$ cat src/rtl/heartbeat_pattern_gen_if.sv
// ---------------------------------------------------------------------------
// heartbeat_pattern_gen_if
// Bundles the board-control inputs and the display-multiplexer outputs of the
// heartbeat animation sequencer.
//   auto      : 1 = beat continuously (level)
//   trigger   : single-cycle pulse, starts one beat when idle
//   line[3:0] : per-digit bar side (bit i = digit i; 0 = left, 1 = right)
//   an_en[3:0]: per-digit enable (bit 3 = leftmost digit)
//   frame[1:0]: current frame index
//   busy      : beat in progress
//   beat_done : one-cycle pulse when a beat returns to frame 0
// master = the sequencer, slave = the side that drives auto/trigger and
// consumes the display signals.
// ---------------------------------------------------------------------------
interface heartbeat_pattern_gen_if;
   logic       auto;
   logic       trigger;
   logic [3:0] line;
   logic [3:0] an_en;
   logic [1:0] frame;
   logic       busy;
   logic       beat_done;

   modport master (
      input  auto, trigger,
      output line, an_en, frame, busy, beat_done
   );

   modport slave (
      output auto, trigger,
      input  line, an_en, frame, busy, beat_done
   );
endinterface

$ cat src/rtl/heartbeat_pattern_gen.sv
// ---------------------------------------------------------------------------
// heartbeat_pattern_gen
// Steps four frames of vertical bars outward (0,1,2,3) and back (2,1) to form
// one heartbeat, each frame held FRAME_CYCLES clocks. Beats run continuously
// while auto is high, or one per trigger pulse from idle.
// Ports:
//   clk    : system clock
//   reset  : synchronous, active-high
//   hb_if  : heartbeat_pattern_gen_if.master (auto/trigger in,
//            line/an_en/frame/busy/beat_done out)
// Parameter:
//   FRAME_CYCLES : clocks per frame, >= 2
// ---------------------------------------------------------------------------
module heartbeat_pattern_gen #(
   parameter int FRAME_CYCLES = 1_388_889
) (
   input  logic                    clk,
   input  logic                    reset,
   heartbeat_pattern_gen_if.master hb_if
);

   localparam int CNT_W = $clog2(FRAME_CYCLES);
   localparam logic [CNT_W-1:0] CNT_LAST = CNT_W'(FRAME_CYCLES - 1);

   typedef enum logic [1:0] {
      S_IDLE     = 2'd0,
      S_EXPAND   = 2'd1,
      S_CONTRACT = 2'd2
   } state_t;

   state_t           state_q, state_d;
   logic [1:0]       frame_q, frame_d;
   logic [CNT_W-1:0] cnt_q,   cnt_d;
   logic             done_q,  done_d;
   logic             tick;

   always_ff @(posedge clk) begin
      if (reset) begin
         state_q <= S_IDLE;
         frame_q <= 2'd0;
         cnt_q   <= '0;
         done_q  <= 1'b0;
      end else begin
         state_q <= state_d;
         frame_q <= frame_d;
         cnt_q   <= cnt_d;
         done_q  <= done_d;
      end
   end

   assign tick = (cnt_q == CNT_LAST);

   always_comb begin
      state_d = state_q;
      frame_d = frame_q;
      cnt_d   = cnt_q;
      done_d  = 1'b0;

      unique case (state_q)
         S_IDLE: begin
            cnt_d   = '0;
            frame_d = 2'd0;
            // auto and trigger together still start only one beat
            if (hb_if.auto || hb_if.trigger) begin
               state_d = S_EXPAND;
            end
         end

         S_EXPAND: begin
            cnt_d = tick ? '0 : cnt_q + 1'b1;
            if (tick) begin
               if (frame_q == 2'd3) begin
                  frame_d = 2'd2;
                  state_d = S_CONTRACT;
               end else begin
                  frame_d = frame_q + 2'd1;
               end
            end
         end

         S_CONTRACT: begin
            cnt_d = tick ? '0 : cnt_q + 1'b1;
            if (tick) begin
               if (frame_q == 2'd1) begin
                  frame_d = 2'd0;
                  done_d  = 1'b1;
                  // auto is checked only at the end of a beat, so dropping it
                  // mid-beat lets the beat finish
                  state_d = hb_if.auto ? S_EXPAND : S_IDLE;
               end else begin
                  frame_d = frame_q - 2'd1;
               end
            end
         end

         default: begin
            state_d = S_IDLE;
            frame_d = 2'd0;
            cnt_d   = '0;
         end
      endcase
   end

   // Display decode straight from the frame register: one edge per change.
   always_comb begin
      hb_if.an_en = 4'b0110;
      hb_if.line  = 4'b0100;
      unique case (frame_q)
         2'd0: begin hb_if.an_en = 4'b0110; hb_if.line = 4'b0100; end
         2'd1: begin hb_if.an_en = 4'b0110; hb_if.line = 4'b0010; end
         2'd2: begin hb_if.an_en = 4'b1001; hb_if.line = 4'b1000; end
         2'd3: begin hb_if.an_en = 4'b1001; hb_if.line = 4'b0001; end
         default: begin hb_if.an_en = 4'b0110; hb_if.line = 4'b0100; end
      endcase
   end

   assign hb_if.frame     = frame_q;
   assign hb_if.busy      = (state_q != S_IDLE);
   assign hb_if.beat_done = done_q;

endmodule
$ cat src/flat_wrapper.sv
// flat-port wrapper written by rule: the top's interface ports become plain ports
module heartbeat_pattern_gen_flat 
#(
   parameter int FRAME_CYCLES = 1_388_889
)
  (clk, reset, hb_if_auto, hb_if_trigger, hb_if_line, hb_if_an_en, hb_if_frame, hb_if_busy, hb_if_beat_done);
  heartbeat_pattern_gen_if hb_if_i ();
  input  logic clk;
  input  logic reset;
  input wire logic [$bits(hb_if_i.auto)-1:0] hb_if_auto;
  input wire logic [$bits(hb_if_i.trigger)-1:0] hb_if_trigger;
  output wire logic [$bits(hb_if_i.line)-1:0] hb_if_line;
  output wire logic [$bits(hb_if_i.an_en)-1:0] hb_if_an_en;
  output wire logic [$bits(hb_if_i.frame)-1:0] hb_if_frame;
  output wire logic [$bits(hb_if_i.busy)-1:0] hb_if_busy;
  output wire logic [$bits(hb_if_i.beat_done)-1:0] hb_if_beat_done;
  assign hb_if_i.auto = hb_if_auto;
  assign hb_if_i.trigger = hb_if_trigger;
  assign hb_if_line = hb_if_i.line;
  assign hb_if_an_en = hb_if_i.an_en;
  assign hb_if_frame = hb_if_i.frame;
  assign hb_if_busy = hb_if_i.busy;
  assign hb_if_beat_done = hb_if_i.beat_done;
  heartbeat_pattern_gen #(.FRAME_CYCLES(FRAME_CYCLES)) u_core (.clk(clk), .reset(reset), .hb_if(hb_if_i));
endmodule
$ cat config.mk
export PLATFORM = sky130hd
export DESIGN_NAME = heartbeat_pattern_gen_flat
export DESIGN_NICKNAME = d
export VERILOG_FILES = /design/src/rtl/heartbeat_pattern_gen_if.sv /design/src/rtl/heartbeat_pattern_gen.sv /design/src/flat_wrapper.sv
export SDC_FILE = /design/constraint.sdc
export NUM_CORES = 1
export LEC_CHECK = 0
export ABC_CLOCK_PERIOD_IN_PS = 2200
export CORE_UTILIZATION = 49
export CTS_BUF_LIST = sky130_fd_sc_hd__clkbuf_16
export CTS_CLUSTER_SIZE = 25
export DETAILED_ROUTE_END_ITERATION = 12
export PLACE_DENSITY = 0.72
export SLEW_MARGIN = 15
export SYNTH_ARGS = -nofsm -noshare
export SYNTH_HDL_FRONTEND = slang
export SYNTH_SLANG_ARGS = --single-unit
$ cat constraint.sdc
create_clock -name clk -period 2.2 [get_ports clk]
set_clock_uncertainty 0.2 [all_clocks]
set_input_delay 0.44 -clock clk [delete_from_list [all_inputs] [get_ports clk]]
set_output_delay 0.44 -clock clk [all_outputs]
set_load 0.03 [all_outputs]
Word-level counts from Yosys, hierarchy flattened:

Index checks and enable logic that the tools add are counted.

* $add $sub $neg: 3
* equality and inequality tests: 11
* muxes and demuxes: 15
* bitwise gates (word level): 3
* reductions and logical operators: 11

Operators by type and width (count)
* 21-bit by 1-bit adder with 21-bit output (second input constant): 1
* 21-bit == test (second input constant): 1
* 2-bit 2-to-1 mux: 9
* 4-bit case mux with 4 select lines: 1
* 2-bit by 1-bit inequality test with 1-bit output (second input constant): 5
* 4-bit case mux with 2 select lines: 1
* 2-bit == test (second input constant): 3
* 2-bit case mux with 3 select lines: 1
* 2-bit OR reduction: 3
* 3-bit OR reduction: 2
* 5-bit AND reduction: 1
* 2-bit by 1-bit == test with 1-bit output (second input constant): 2
* 2-bit logical NOT: 2
* 2-bit case mux with 2 select lines: 1
* 1-bit inverter: 3
* 2-bit by 1-bit adder with 2-bit output (second input constant): 1
* 1-bit 2-to-1 mux: 2
* 2-bit AND reduction: 1
* 2-bit nonzero test: 1
* 2-bit by 1-bit subtractor with 2-bit output (second input constant): 1
* 1-bit logical OR: 1

* bits in registers: 26
* word-level logic and storage cells: 47

Longest topological paths before layout:

* word-level depth: 4
* gate-level depth with buffers: 7
* mapped depth without buffers: 7

Worst setup path after synthesis:

OpenSTA, ideal clock, no wires.

* path kind: reg2out
* from: reg u_core.frame_q[0], in the netlist u_core.hb_if.frame[0]
* to: out hb_if_an_en[2]
* data arrival time: 1.882 ns
* data required time: 1.560 ns
* path slack: -0.322 ns
* stages on the path, launching flop included: 6
* buffers on the path: 1
* cells stage by stage: dfxtp_1 > inv_1 > ha_1 > or2_2 > inv_1 > buf_4

* cells in the longest elaborated chain, start to end: 3
* elaborated cells on any way between the ends: 7
* those cells by class: eq/ne (3); mux (1); reduce/logical (3)

RTL lines
* start: declaration: line heartbeat_pattern_gen.sv:32 `logic [1:0] frame_q, frame_d;`
* start signal: assignment: line heartbeat_pattern_gen.sv:45 `frame_q <= frame_d;`
* 2-bit == test, or another cell as far along: line heartbeat_pattern_gen.sv:108 `unique case (frame_q)`
* 2-bit OR reduction (no line)
* 4-bit case mux with 2 select lines *: line heartbeat_pattern_gen.sv:108
* end: declaration: line flat_wrapper.sv:13 `output wire logic [$bits(hb_if_i.an_en)-1:0] hb_if_an_en;`

Every way passes the cells marked *; elsewhere a longest branch is shown, timed or not.

Final worst setup path:

* from: reg u_core.cnt_q[0]
* to: reg u_core.cnt_q[8]

* cells in the longest elaborated chain, start to end: 2
* elaborated cells on any way between the ends: 3
* those cells by class: add/sub (1); eq/ne (1); reduce/logical (1)

RTL lines
* start: declaration: line heartbeat_pattern_gen.sv:33 `logic [CNT_W-1:0] cnt_q, cnt_d;`
* start signal: assignment: line heartbeat_pattern_gen.sv:46 `cnt_q <= cnt_d;`
* branches (longest 2 deep; another with 21-bit by 1-bit adder with 21-bit output)

Parallel ways; which one is timed is not known.
A chain may end at the register's enable or synchronous reset.

==> summary.txt <==
Die
  • Die Width: 55.1 um
  • Die height: 55.1 um
  • Core Footprint: 2570 um^2
  • Initial Util: 0.538
  • Ports: 16
  • Cell Rows: 18
  • Die area: 3040 um^2

Power and ir drop
  • Tot Pwr: 1.41 mW
  • Max IR drop VDD: 0.965 mV
  • Pwr/cell area: 707 nW/um^2
  • Clock Power Share: 0.372
  • P_sw: 0.384 mW
  • Lkg Pwr: 0.756 nW
  • Int Power: 1.03 mW
  • Switching Fraction: 0.272
  • Logic pwr share: 0.273
  • Sequential fraction of design power: 0.355

STA
  • Slew margin rel.: 0.701
  • Final setup vio count: 22
  • Max Clock Freq: 441 MHz
  • Slew @ Worst Pin: 0.444 ns
  • RSZ-0062 raised after global routing: true
  • Hold Vio Cnt, Final: 0
  • Final period demand of the worst path: 2.27 ns
  • Fin crit share: 1.03
  • Max-slew violations: 0
  • Worst hold slack: 0.313 ns
  • Setup TNS: -1.23 ns
  • Setup ws final: -0.0670 ns

Outcome
  • Violated checks: negative setup slack
  • Status: complete, but fails checks

Route
  • Routed WL per cell: 15.5 um
  • DR vias: 1234
  • First-pass DRT Iterations: 4
  • WL final: 3.55 mm
  • 1st-iter DRT viols: 32
  • Drt drc: 0
  • Vias/cell: 5.39
  • Post-DRT Antenna Nets: 0

Final layout
  • Layout cell share with drive strength beyond 1: 0.296
  • # diodes: 0
  • Final net count: 214
  • Filler-free cell count of the finished design: 229
  • Util after Layout: 0.777
  • Final Cell Area: 2000 um^2
  • Area growth syn-to-layout: 44.5%

Place
  • Placed cell area: 1720 um^2
  • Inst Count DP: 220
  • Port Buffers: 15
  • Pre-CTS WS: -0.0306 ns
  • Routability Congestion: 0.832
  • Dpl hpwl: 2.41 mm

Clock network
  • # H-tree levels: 1
  • Worst skew pair latency: 0.26 ns
  • Clock Tree Root: clkbuf_16
  • Hold Buf Count CTS: 0
  • TritonCTS Buffers: 3
  • Clk pin slew, worst setup/hold paths: 0.06 ns
  • CTS max path bufs: 2
  • CTS tree: built
  • Number of clock sinks: 26

Synth
  • XOR/XNOR Fraction of Synth Area: 0.120
  • Post-synth EDFFs: 0
  • Main flop type after synthesis: dfxtp_1
  • Post-Syn Instances: 160
  • Main combinational cell family by area after synthesis: simple AND/OR/NAND/NOR gates
  • Synth top cells by count: 26 x dfxtp_1, 26 x nor2_1, 14 x xor2_1
  • Synth cell types: 37
  • Asr flop ratio synth: 0
  • Adder-cell area share of the yosys netlist: 0.0906
  • Seq/Total Area, Yosys: 0.377
  • Post-synthesis mux area share: 0.00725
  • Area leader, netlist: dfxtp_1
  • Simple-gate portion of the synthesized area: 0.308
  • Mapped Nets: 174
  • Synth area leaders: dfxtp_1 38%, ha_1 9.1%, xor2_1 8.9%, nor2_1 7.1%, nand4_1 4.1%
  • Synth top area share: 0.377
  • YS warnings: 0
  • Syn Area/Cell: 8.63 um^2
  • Synthesized flop and latch total: 26
  • Compound-Gate Fraction of Synth Area: 0.0435
  • Post-Syn Area: 1380 um^2

Setup path
  • Critical Path RT: 2.16 ns
  • Largest fanout on the critical path: 5
  • CP Data Arrival Time: 2.22 ns
  • Path type of the worst setup path: flop to flop
  • Crit path capture type: flop
  • Startpoint Class: flop

Global route
  • Grt ovf: 0
  • First-pass GRT wire length: 4.86 mm
  • Largest net degree at the start of global routing: 22
  • Initial antenna violation count: 0
  • Vias in the first global route: 1054
  • Total Routing Usage GR: 0.232

Job
  • Maxcap violations: 0

Worst hold path
  • Hold WC Path Type: flop to flop
[placed cells by master (no fill, tap or decap), types with 2 or more instances in the layout]
cell	Yosys	routed
nand2_1	8	8
clkbuf_2	0	2
xor2_1	14	14
ha_1	10	7
o31ai_1	2	2
nand3_1	8	8
nor2_1	26	15
nor3_1	7	7
inv_2	0	3
buf_6	0	2
ha_4	0	2
xnor2_1	5	5
nor2_4	0	10
and2b_1	2	2
buf_4	2	20
clkdlybuf4s50_1	0	7
inv_1	13	9
buf_12	0	2
dfxtp_2	0	3
nor4_1	3	3
dfxtp_1	26	22
dlygate4sd2_1	0	4
clkbuf_16	0	5
nand4_1	9	9
o22ai_1	2	2
[flip-flops by register name, indices dropped and copies added (netlist names)]
name	count
u_core.cnt_q	21
u_core.state_q	2
u_core.hb_if.frame	2
u_core.hb_if.beat_done	1
[per-layer routing]
| metal | global-route usage | part of all wire | vias up |
|---|---|---|---|
| met2 | 0.371 | 0.49 | 17 |
| li1 | - | - | 629 |
| met1 | 0.308 | 0.48 | 584 |
| met3 | 0.0574 | 0.023 | 4 |
| met4 | 0.0625 | 0.0082 | 0 |
| met5 | 0 | 0 | - |
[final cells by class]
type,count,area [um^2]
inverters,13,52.6
fillers,174,572
clock inverters,1,30.0
clock buffers,3,75.1
multi-input cells,117,895
repair buffers,39,378
well taps,30,37.5
flip-flops and latches,26,528
[worst max-delay path, cell delays in order, from the launching register on]
cell	delay (ns)
dfxtp_2	0.32
inv_2	0.08
ha_4	0.13
or4b_1	0.43
or4_4	0.51
nand3b_1	0.16
buf_12	0.14
clkbuf_16	0.15
nor2_2	0.04
[power groups by stage]
stage                     clock, mW  combinational (mW)  sequential, mW
after floorplan                   0               0.170           0.513
after global placement            0               0.279           0.509
after detailed placement          0               0.286           0.511
after CTS                     0.534               0.279           0.500
after global routing          0.553               0.410           0.504
final                         0.526               0.385           0.501
[cells by family (layout without fill, tap and decap cells)]
kind of cell               count (synthesis)  after routing
buffers and inverters                     17             56
muxes                                      1              1
DFF                                       26             26
and+or+nand+nor                           78             78
xor gates and xnor gates                  19             19
adders and majority gates                 10             10
AOI/OAI and AO/OA                          9              9
[repair_timing]
action | 4_1_cts | 5_1_grt
setup buffers | 0 | 3
pin swaps | 0 | 11
resized for setup | 6 | 34
gates cloned | 0 | 2
setup endpoints to repair | 7 | 26
[path summary, 6_finish.rpt]
| path | from | to | slack (ns) | depth (start not counted) |
|---|---|---|---|---|
| min | u_core.cnt_q[0] | u_core.cnt_q[0] | 0.31 | 2 |
| max reg2reg | u_core.cnt_q[0] | u_core.cnt_q[8] | -0.07 | 8 |
| max | u_core.cnt_q[0] | u_core.cnt_q[8] | -0.07 | 8 |
| min reg2reg | u_core.cnt_q[0] | u_core.cnt_q[0] | 0.31 | 2 |
(Power assumes the default switching activity.)
==> RTL change: new RTL, config.mk and constraints unchanged <==
`FRAME_CYCLES` is set to 1_388_889 in 2 places; all go to 347_222.
--- a/src/rtl/heartbeat_pattern_gen.sv
+++ b/src/rtl/heartbeat_pattern_gen.sv
@@ -12,7 +12,7 @@
 //   FRAME_CYCLES : clocks per frame, >= 2
 // ---------------------------------------------------------------------------
 module heartbeat_pattern_gen #(
-   parameter int FRAME_CYCLES = 1_388_889
+   parameter int FRAME_CYCLES = 347_222
 ) (
    input  logic                    clk,
    input  logic                    reset,
--- a/src/flat_wrapper.sv
+++ b/src/flat_wrapper.sv
@@ -1,7 +1,7 @@
 // flat-port wrapper written by rule: the top's interface ports become plain ports
 module heartbeat_pattern_gen_flat 
 #(
-   parameter int FRAME_CYCLES = 1_388_889
+   parameter int FRAME_CYCLES = 347_222
 )
   (clk, reset, hb_if_auto, hb_if_trigger, hb_if_line, hb_if_an_en, hb_if_frame, hb_if_busy, hb_if_beat_done);
   heartbeat_pattern_gen_if hb_if_i ();
Behaviour: same outputs for any inputs over 10 cycles, from zero or initial values and one cycle with reset high; that may be too few to reach the edited logic, so the function may still have changed.
==> RTL change against the unedited design <==
Sequential cell count down 2. Worst setup slack better by 0.19 ns. Cell area down 21%. Synthesized area shrank 2.7%. Combinational power fell by 32%. Critical path type is now reg2out. Non-clock buffer count is 24 lower. Clock power shrank 25%. Total power decreased by 20%. Routed wire length decreased by 30%.
==> RTL change: results (changes against the unedited design) <==
CP arrival = 1.44 ns (-0.78 ns)
Area contributors post-synth = dfxtp_1 36%, ha_1 9.3%, nor2_1 7.0%
WHS Endpoint = u_core.cnt_q[18]
Largest net degree at the start of global routing = 20 (-9.1%)
Root Buffer Master = clkbuf_16
Worst hold margin = 0.317 ns (+0.00461 ns)
Synth cell count leaders = 25 x nor2_1, 24 x dfxtp_1, 11 x inv_1, 10 x ha_1
FILL cells = 220 (+26%)
First-pass GRT wire length = 4110 µm (-15%)
Fin. Hold Viols = 0 (unchanged)
Post-Synth XOR/XNOR Area = 10.4% (-1.6 points)
Outcome = complete, no violations
DRT iter0 DRCs = 11 (-66%)
Number of global-route vias before repair = 944 (-10%)
Routed WL = 2490 µm (-30%)
Seq pwr = 0.476 mW (-5.0%)
Fin crit period = 2.08 ns (-0.185 ns)
Synthesized area per cell = 9.27 µm² (+7.3%)
Hold_sp = u_core.cnt_q[18]
Synth Area in Compound Gates = 6.61% (+2.3 points)
Max reg flops = 19 (-9.5%)
Layout cells sized above 1 = 13.1% (-17 points)
Max transition margin = 64.2% (-6.0 points)
Worst r2r src = u_core.state_q[0]
Slowest cell on crit path = clkdlybuf4s50_1
Nets = 175 (-18%)
Post-synthesis mux area share = 0.745% (+0.020 points)
Crit path launch = u_core.hb_if.frame[1]
Combinational group power = 0.262 mW (-32%)
Tot GR Track Use = 19.8% (-3.4 points)
Crit path max fanout = 4 (-1)
Vias = 1,024 (-17%)
GP Congestion = 0.794 (-4.6%)
Area share of fa/ha/maj cells after synthesis = 9.31% (+0.25 points)
Reg2reg end = u_core.state_q[0]
R2R Setup Slk = 0.18 ns (+0.25 ns)
Setup crit end = hb_if_line[0]
Slowest Stage Delay on Critical Path = 0.66 ns (+0.15 ns)
Placement Cell Area = 1510 µm² (-12%)
Placed cells = 186 (-15%)
Leak pwr = 0.576 nW (-24%)
Average wire per standard cell = 13.1 µm (-15%)
FF-to-FF path depth = 6 (-2)
Post-CTS sizing = 7 (+1)
Prevailing post-synth register cell = dfxtp_1
Top Family by Delay on Critical Path = buffers and inverters
Sw frac = 29.7% (+2.5 points)
Power Internal = 0.795 mW (-23%)
HPWL after detailed placement = 1890 µm (-21%)
Register area share after synthesis = 35.8% (-1.9 points)
Worst slack, placed = 0.0236 ns (+0.0541 ns)
Max VDD drop = 0.610 mV (-37%)
Post-Syn Nets = 159 (-8.6%)
-- RTL change: final cells by class --
| type | instances | area [µm²] | share of cell area (%) |
|---|---|---|---|
| multi-input cells | 106 | 796 | 50.5 |
| flip-flops and latches | 24 | 485 | 30.8 |
| repair buffers | 15 | 134 | 8.49 |
| clock buffers | 3 | 75.1 | 4.76 |
| inverters | 11 | 45.0 | 2.86 |
| well taps | 30 | 37.5 | 2.38 |
| clock inverters | 1 | 3.75 | 0.238 |
-- RTL change: layer usage --
layer  vias up  part of all wire (%)  track usage, %
met5         -                     0               0
met4         0                   2.1            12.0
met1       477                    45            21.5
met2        15                    50            34.8
li1        527                     -               -
met3         5                   2.8            4.44
-- RTL change: worst register-to-register path, stage by stage (launching register included) --
cell      delay [ns]
dfxtp_1         0.36
inv_1           0.09
ha_1            0.26
nor2b_1         0.16
a211oi_1        0.48
a211oi_1        0.16
a31o_1          0.21
